File: src/rtl/pipe_scheduler.sv
// Frame sequencer for the fractal Pipe: walks the pixel raster, issues coordinates under
// full-flag and credit control, and turns drained iteration counts into framebuffer writes.
module pipe_scheduler #(
    parameter int BIT_WIDTH       = 32,
    parameter int MAX_X           = 64,
    parameter int MAX_Y           = 48,
    parameter int FLOAT_PRECISION = 26,
    parameter int DEPTH           = 16,
    parameter int ADDR_W          = $clog2(MAX_X * MAX_Y)
) (
    input  logic                 clk,
    input  logic                 rst,
    input  logic                 start,
    input  logic [BIT_WIDTH-1:0] x_origin,
    input  logic [BIT_WIDTH-1:0] y_origin,
    input  logic [BIT_WIDTH-1:0] x_step,
    input  logic [BIT_WIDTH-1:0] y_step,
    output logic                 busy,
    output logic                 done,
    output logic                 w_cntrl_real,
    output logic                 w_cntrl_imag,
    output logic [BIT_WIDTH-1:0] data_in_real,
    output logic [BIT_WIDTH-1:0] data_in_imag,
    input  logic                 full_real,
    input  logic                 full_imag,
    output logic                 r_cntrl,
    input  logic [BIT_WIDTH-1:0] data_out,
    input  logic                 empty,
    output logic                 pix_we,
    output logic [ADDR_W-1:0]    pix_addr,
    output logic [BIT_WIDTH-1:0] pix_data
);

    localparam int NPIX  = MAX_X * MAX_Y;
    localparam int CNT_W = $clog2(NPIX + 1);
    localparam int OUT_W = $clog2(DEPTH + 1);
    localparam int XI_W  = (MAX_X > 1) ? $clog2(MAX_X) : 1;

    localparam logic [CNT_W-1:0] LAST_PIX = CNT_W'(NPIX - 1);
    localparam logic [CNT_W-1:0] ALL_PIX  = CNT_W'(NPIX);
    localparam logic [XI_W-1:0]  X_LAST   = XI_W'(MAX_X - 1);
    localparam logic [OUT_W-1:0] CREDITS  = OUT_W'(DEPTH);

    localparam logic [1:0] IDLE  = 2'd0;
    localparam logic [1:0] RUN   = 2'd1;
    localparam logic [1:0] DRAIN = 2'd2;
    localparam logic [1:0] DONE  = 2'd3;

    // The fraction width only matters to whoever prepares origin/step.
    if (FLOAT_PRECISION >= BIT_WIDTH) begin : g_fmt_check
        $error("FLOAT_PRECISION must be smaller than BIT_WIDTH");
    end

    logic [1:0]           state_q, state_d;
    logic [BIT_WIDTH-1:0] x_org_q, x_org_d, x_stp_q, x_stp_d, y_stp_q, y_stp_d;
    logic [BIT_WIDTH-1:0] cur_x_q, cur_x_d, cur_y_q, cur_y_d;
    logic [XI_W-1:0]      x_idx_q, x_idx_d;
    logic [CNT_W-1:0]     iss_cnt_q, iss_cnt_d, res_cnt_q, res_cnt_d;
    logic [OUT_W-1:0]     outst_q, outst_d;
    logic                 busy_q, busy_d, done_q, done_d;
    logic                 w_cntrl_q, w_cntrl_d, r_cntrl_q, r_cntrl_d, pix_we_q, pix_we_d;
    logic [BIT_WIDTH-1:0] data_re_q, data_re_d, data_im_q, data_im_d, pix_data_q, pix_data_d;
    logic [ADDR_W-1:0]    pix_addr_q, pix_addr_d;
    logic                 do_issue, do_read;

    assign do_issue = (state_q == RUN) && !full_real && !full_imag && (outst_q < CREDITS);
    // r_cntrl_q high means a read is in flight; its data is captured this edge.
    assign do_read  = ((state_q == RUN) || (state_q == DRAIN)) && !empty &&
                      (outst_q != '0) && !r_cntrl_q;

    always_comb begin
        state_d    = state_q;
        x_org_d    = x_org_q;
        x_stp_d    = x_stp_q;
        y_stp_d    = y_stp_q;
        cur_x_d    = cur_x_q;
        cur_y_d    = cur_y_q;
        x_idx_d    = x_idx_q;
        iss_cnt_d  = iss_cnt_q;
        res_cnt_d  = res_cnt_q;
        outst_d    = outst_q;
        busy_d     = busy_q;
        done_d     = 1'b0;
        w_cntrl_d  = 1'b0;
        r_cntrl_d  = do_read;
        pix_we_d   = 1'b0;
        data_re_d  = data_re_q;
        data_im_d  = data_im_q;
        pix_addr_d = pix_addr_q;
        pix_data_d = pix_data_q;

        case (state_q)
            IDLE: begin
                if (start) begin
                    x_org_d   = x_origin;
                    x_stp_d   = x_step;
                    y_stp_d   = y_step;
                    cur_x_d   = x_origin;
                    cur_y_d   = y_origin;
                    x_idx_d   = '0;
                    iss_cnt_d = '0;
                    res_cnt_d = '0;
                    outst_d   = '0;
                    busy_d    = 1'b1;
                    state_d   = RUN;
                end
            end
            RUN: begin
                if (do_issue) begin
                    w_cntrl_d = 1'b1;
                    data_re_d = cur_x_q;
                    data_im_d = cur_y_q;
                    if (x_idx_q == X_LAST) begin
                        x_idx_d = '0;
                        cur_x_d = x_org_q;
                        cur_y_d = cur_y_q + y_stp_q;
                    end else begin
                        x_idx_d = x_idx_q + XI_W'(1);
                        cur_x_d = cur_x_q + x_stp_q;
                    end
                    iss_cnt_d = iss_cnt_q + CNT_W'(1);
                    if (iss_cnt_q == LAST_PIX) begin
                        state_d = DRAIN;
                    end
                end
            end
            DRAIN: begin
                if (res_cnt_q == ALL_PIX) begin
                    done_d  = 1'b1;
                    busy_d  = 1'b0;
                    state_d = DONE;
                end
            end
            default: state_d = IDLE;
        endcase

        if (r_cntrl_q) begin
            pix_we_d   = 1'b1;
            pix_data_d = data_out;
            pix_addr_d = res_cnt_q[ADDR_W-1:0];
            res_cnt_d  = res_cnt_q + CNT_W'(1);
        end

        case ({do_issue, r_cntrl_q})
            2'b10:   outst_d = outst_q + OUT_W'(1);
            2'b01:   outst_d = outst_q - OUT_W'(1);
            default: ;
        endcase
    end

    always_ff @(posedge clk or negedge rst) begin
        if (!rst) begin
            state_q    <= IDLE;
            x_org_q    <= '0;
            x_stp_q    <= '0;
            y_stp_q    <= '0;
            cur_x_q    <= '0;
            cur_y_q    <= '0;
            x_idx_q    <= '0;
            iss_cnt_q  <= '0;
            res_cnt_q  <= '0;
            outst_q    <= '0;
            busy_q     <= 1'b0;
            done_q     <= 1'b0;
            w_cntrl_q  <= 1'b0;
            r_cntrl_q  <= 1'b0;
            pix_we_q   <= 1'b0;
            data_re_q  <= '0;
            data_im_q  <= '0;
            pix_addr_q <= '0;
            pix_data_q <= '0;
        end else begin
            state_q    <= state_d;
            x_org_q    <= x_org_d;
            x_stp_q    <= x_stp_d;
            y_stp_q    <= y_stp_d;
            cur_x_q    <= cur_x_d;
            cur_y_q    <= cur_y_d;
            x_idx_q    <= x_idx_d;
            iss_cnt_q  <= iss_cnt_d;
            res_cnt_q  <= res_cnt_d;
            outst_q    <= outst_d;
            busy_q     <= busy_d;
            done_q     <= done_d;
            w_cntrl_q  <= w_cntrl_d;
            r_cntrl_q  <= r_cntrl_d;
            pix_we_q   <= pix_we_d;
            data_re_q  <= data_re_d;
            data_im_q  <= data_im_d;
            pix_addr_q <= pix_addr_d;
            pix_data_q <= pix_data_d;
        end
    end

    assign busy         = busy_q;
    assign done         = done_q;
    assign w_cntrl_real = w_cntrl_q;
    assign w_cntrl_imag = w_cntrl_q;
    assign data_in_real = data_re_q;
    assign data_in_imag = data_im_q;
    assign r_cntrl      = r_cntrl_q;
    assign pix_we       = pix_we_q;
    assign pix_addr     = pix_addr_q;
    assign pix_data     = pix_data_q;

endmodule

File: config.mk
export PLATFORM = sky130hd
export DESIGN_NAME = pipe_scheduler
export DESIGN_NICKNAME = d
export VERILOG_FILES = /design/src/rtl/pipe_scheduler.sv
export SDC_FILE = /design/constraint.sdc
export NUM_CORES = 1
export LEC_CHECK = 0
export BUFFER_PORTS_ARGS = -buffer_cell sky130_fd_sc_hd__buf_2
export CAP_MARGIN = 20
export CORE_UTILIZATION = 30
export CTS_CLUSTER_DIAMETER = 40
export CTS_CLUSTER_SIZE = 12
export DETAILED_ROUTE_END_ITERATION = 16
export GPL_TIMING_DRIVEN = 0
export HOLD_SLACK_MARGIN = 0.03
export PLACE_DENSITY = 0.55
export SYNTH_ARGS = -nofsm -noshare
export SYNTH_HDL_FRONTEND = slang
export SYNTH_SLANG_ARGS = --single-unit
File: constraint.sdc
create_clock -name clk -period 3.44 [get_ports clk]
set_input_delay 0.516 -clock clk [delete_from_list [all_inputs] [get_ports clk]]
set_output_delay 0.516 -clock clk [all_outputs]
set_load 0.01 [all_outputs]
==> results.md <==
- The flow ran to the end, and the final reports show no timing, DRC or antenna violations.
- During placement, the flow inserted port buffers numbering 278.
- For the pin with the worst max-slew slack, the measured transition is 0.928 ns.
- The final-layout worst hold slack is 0.121 ns.
- The via count of the first global-routing pass is 13500.
- The type of the tightest min-delay check is in2reg.
- Detailed placement finished with a half-perimeter wire length of 37300 um.
- Compared with the post-synthesis result, the final layout area differs by 27.0%.
- The largest net degree at the start of global routing is 85.
- The biggest fanout along the worst timing path is 10.
- Counting every net in the synthesized netlist gives 1775.
- In the post-route analysis, the smallest setup slack over all paths is 0.219 ns.
- The final cycle utilization of the critical path is 93.6%.
- The top cell type by area accounts for 47.7% of the synthesized area.
- Data on the critical path arrives at its endpoint at 3.67 ns.
- Measured along the y axis, the die boundary spans 235 um.
- For this design the top-level I/O count stands at 280.
- Once detail routing completed, the nets flagged for antenna violations numbered 0.
- The final weighted congestion in routability-driven placement is 0.923.
- After detailed routing, the average wire length per cell comes to 19.0 um.
- TritonCTS built the clock tree.
- The biggest area contributor in the post-synthesis netlist is dfrtp_1.
- The class of the most critical setup path is reg2reg.
- The detailed-route wire length is 49800 um.
- The number of enable-type register cells in the synthesized netlist is 0.
- The tree built by TritonCTS fans out to 310 sinks.
- The number of pins exceeding their max-slew limit in the final report was 0.
- At the placement stage, the worst setup path has a slack of -0.763 ns.
- Measured against its own limit, the worst slew margin works out to 38.1%.
- At the end of the flow, the number of nets in the layout was 2120.
- After layout, the minimum clock period comes to 3.22 ns.
- The die is 235 um wide.
- The detailed-router iteration count before antenna repair is 5.
- The starting density of the core is 30.6%.
- The primary flip-flop cell chosen by synthesis mapping is dfrtp_1.
- Clock-pin slew was measured on the worst setup and hold paths at 0.06 ns.
- The count of state elements after synthesis is 310.
- The number of max-cap violations is 0.
- Yosys mapped the design onto 69 distinct sky130hd cell types.
- Row generation in the floorplan step produced 84 rows.
- The violation count after the first detailed-route iteration is 623.
- The count of fill cells added during filler insertion is 5193.
- The share of final-layout standard cells stronger than drive strength 1 is 32.6%.
- The mean number of vias per cell is 5.07.
- The post-synthesis sequential area ratio is 47.7%.
- The area of the die is 0.0552 mm^2.
- The average cell area after synthesis is 10.6 um^2.
- The region available for standard cell placement spans 0.0531 mm^2.
- The standby leakage power is 9.64 nW.
- The CTS root buffer is clkbuf_16.
- The H-tree was split into 2 levels.
- The setup TNS after final layout is 0 ns.
- The cell area after synthesis is 0.0163 mm^2.
- The worst-case IR drop observed on VDD is 0.465 mV.
- The setup skew after layout is 0.0147 ns.
- The remaining design rule violation count is 0.
- The timing-limited maximum frequency is 310 MHz.
- The vias after detailed routing is 13300.
- The global route total overflow is 0.
- The total setup violations reported at the end of the flow is 0.
- Synthesis handed over a netlist of 1532 instances.
- Counting along the longest clock path gives a buffer depth of 3.
- The wire length of the first global-routing pass is 78100 um.
- During synthesis, Yosys emitted a total of 0 warnings.
- In the post-synthesis netlist, the biggest area contributors are dfrtp_1 (48%), mux2_2 (14%), ha_1 (5.7%).
- The number of hold violations in the final report is 0.
- STA classifies the critical path startpoint as a flip-flop.
- Clock latency on the worst-skew pair, taken at its later pin, is 0.60 ns.
- Across every metal layer, demand over resource in global routing totals 18.0%.
- Power spread over the standard cell area amounts to 1150 mW/mm^2.
- The share of synthesized flip-flops with an asynchronous set or reset is 100%.
- The kind of end point of the critical path is a flip-flop.
- STA puts the critical path data required time at 3.89 ns.
- The number of CTS-inserted buffers is 55.
- The number of antenna violations at the first check in global routing came to 14.
- Setup repair after global routing left no endpoint under its margin.
==> critical path: stages, from the launching register on <==
cell and delay [ns]:
dfrtp_1 0.40, ha_1 0.20, clkbuf_4 0.19, clkinvlp_4 0.14
nor4_4 0.04, buf_4 0.16, buf_4 0.17, o21ai_1 0.44
clkbuf_1 0.52, clkbuf_1 0.57, o221ai_1 0.22
==> cell usage after synthesis (all sizes together), types with 2 or more instances <==
library cell    n
a2111oi         4
a211o           8
a211oi         10
a21o           29
a21oi         111
a221o           2
a221oi          6
a22o            3
a311oi          2
a31o            2
a31oi          10
a41oi           2
and2            7
and3           28
and4            3
buf            14
clkbuf         66
dfrtp         310
fa              3
ha             74
inv            33
mux2          204
mux2i          21
nand2         165
nand2b          6
nand3          36
nand4          13
nor2           65
nor2b           3
nor3           11
nor4            7
o211ai         21
o21a            6
o21ai         135
o21bai          7
o221ai         10
o22ai           5
o31ai           6
o41ai           2
or3             7
xnor2          34
xor2           27
==> metrics by stage <==
step / power (mW) / instances / utilization, % / instance area [um^2]
after CTS: 23.8 / 2609 / 38.8 / 20600
after floorplan: 14.5 / 1532 / - / 16300
after detailed placement: 18.0 / 2503 / 35.1 / 18600
after global placement: 17.7 / 2498 / 34.9 / 18500
final: 23.7 / 2613 / 38.9 / 20700
after global routing: 25.5 / 2612 / 38.9 / 20700
==> state kept, by name, summed over array words and instances (netlist names), 2 cells and up <==
| name | count |
|---|---|
| cur_x_q | 32 |
| cur_y_q | 32 |
| data_in_imag | 32 |
| data_in_real | 32 |
| pix_data | 32 |
| x_org_q | 32 |
| x_stp_q | 32 |
| y_stp_q | 32 |
| iss_cnt_q | 12 |
| pix_addr | 12 |
| res_cnt_q | 12 |
| x_idx_q | 6 |
| outst_q | 5 |
| state_q | 2 |
==> layout make-up <==
cell class / count / area [um^2] / share of cell area [%]
multi-input cells: 1109 / 8090 / 39.2
flip-flops and latches: 310 / 7760 / 37.6
repair buffers: 288 / 1550 / 7.52
clock buffers: 63 / 1490 / 7.21
well taps: 688 / 861 / 4.17
clock inverters: 40 / 444 / 2.15
plain buffers: 80 / 329 / 1.59
inverters: 33 / 128 / 0.618
diodes: 2 / 5.00 / 0.0242
==> power by group <==
group          total, mW  internal (mW)  switching (mW)
Sequential          6.50           5.33            1.17
Clock               5.64           3.50            2.14
Combinational       11.6           4.95            6.60
Total               23.7           13.8            9.90
==> layout by cell type, fill, tap and decap left out, types with 7 or more instances in the layout <==
| master | synthesis | routed |
|---|---|---|
| a211oi_1 | 10 | 9 |
| nor2_1 | 64 | 64 |
| buf_2 | 12 | 288 |
| o21bai_1 | 7 | 7 |
| and3_1 | 28 | 28 |
| mux2i_1 | 21 | 21 |
| nand3_1 | 35 | 35 |
| o21ai_0 | 127 | 127 |
| nand4_1 | 13 | 13 |
| inv_8 | 0 | 8 |
| nand2_1 | 165 | 165 |
| xor2_1 | 27 | 27 |
| dfrtp_1 | 310 | 310 |
| a21o_1 | 29 | 29 |
| clkinv_4 | 0 | 7 |
| or3_1 | 7 | 7 |
| clkbuf_16 | 0 | 57 |
| a211o_1 | 8 | 8 |
| inv_1 | 33 | 32 |
| mux2_2 | 204 | 204 |
| ha_1 | 74 | 73 |
| o211ai_1 | 21 | 21 |
| a31oi_1 | 9 | 9 |
| xnor2_1 | 34 | 34 |
| o221ai_1 | 10 | 10 |
| nor3_1 | 11 | 11 |
| inv_6 | 0 | 12 |
| clkbuf_1 | 66 | 67 |
| a21oi_1 | 110 | 110 |
==> layer usage <==
layer / GRT usage, % / share of wire [%] / up-vias
li1: - / - / 6291
met3: 5.00 / 6.3 / 94
met4: 5.88 / 2.4 / 16
met1: 22.9 / 44 / 6498
met5: 0 / 0.21 / -
met2: 29.6 / 47 / 360
==> cells by family (layout without fill, tap and decap cells) <==
kind of cell    Yosys count  in the layout  share of synthesized area, %
buf+inv                 113            504                          2.72
flops                   310            310                          47.7
xor+xnor                 61             61                          3.28
mux                     225            225                          15.4
other cells               0              2                             0
compound gates          391            391                          14.8
simple gates            355            355                          9.98
fa+ha+maj                77             77                          6.06
==> path summary, 6_finish.rpt <==
kind,start,end,slack (ns),cells after the start
worst max-delay path,state_q[0],cur_x_q[27],0.22,10
worst min register to register,x_org_q[22],x_org_q[22],0.50,1
min in group asynchronous,rst,data_in_real[20],0.46,2
worst max register to register,state_q[0],cur_x_q[27],0.22,10
worst min-delay path,full_imag,w_cntrl_imag,0.12,2
max in group asynchronous,rst,pix_data[25],2.06,3
==> timing repair <==
item                                   in CTS  in global routing
setup endpoints to repair                   8                 18
endpoints found under the hold margin      67                  0
setup buffers                               2                  2
pin swaps                                   1                  0
gates resized for setup                     4                  7
hold buffers                                1                  0
(Power assumes the default switching activity.)
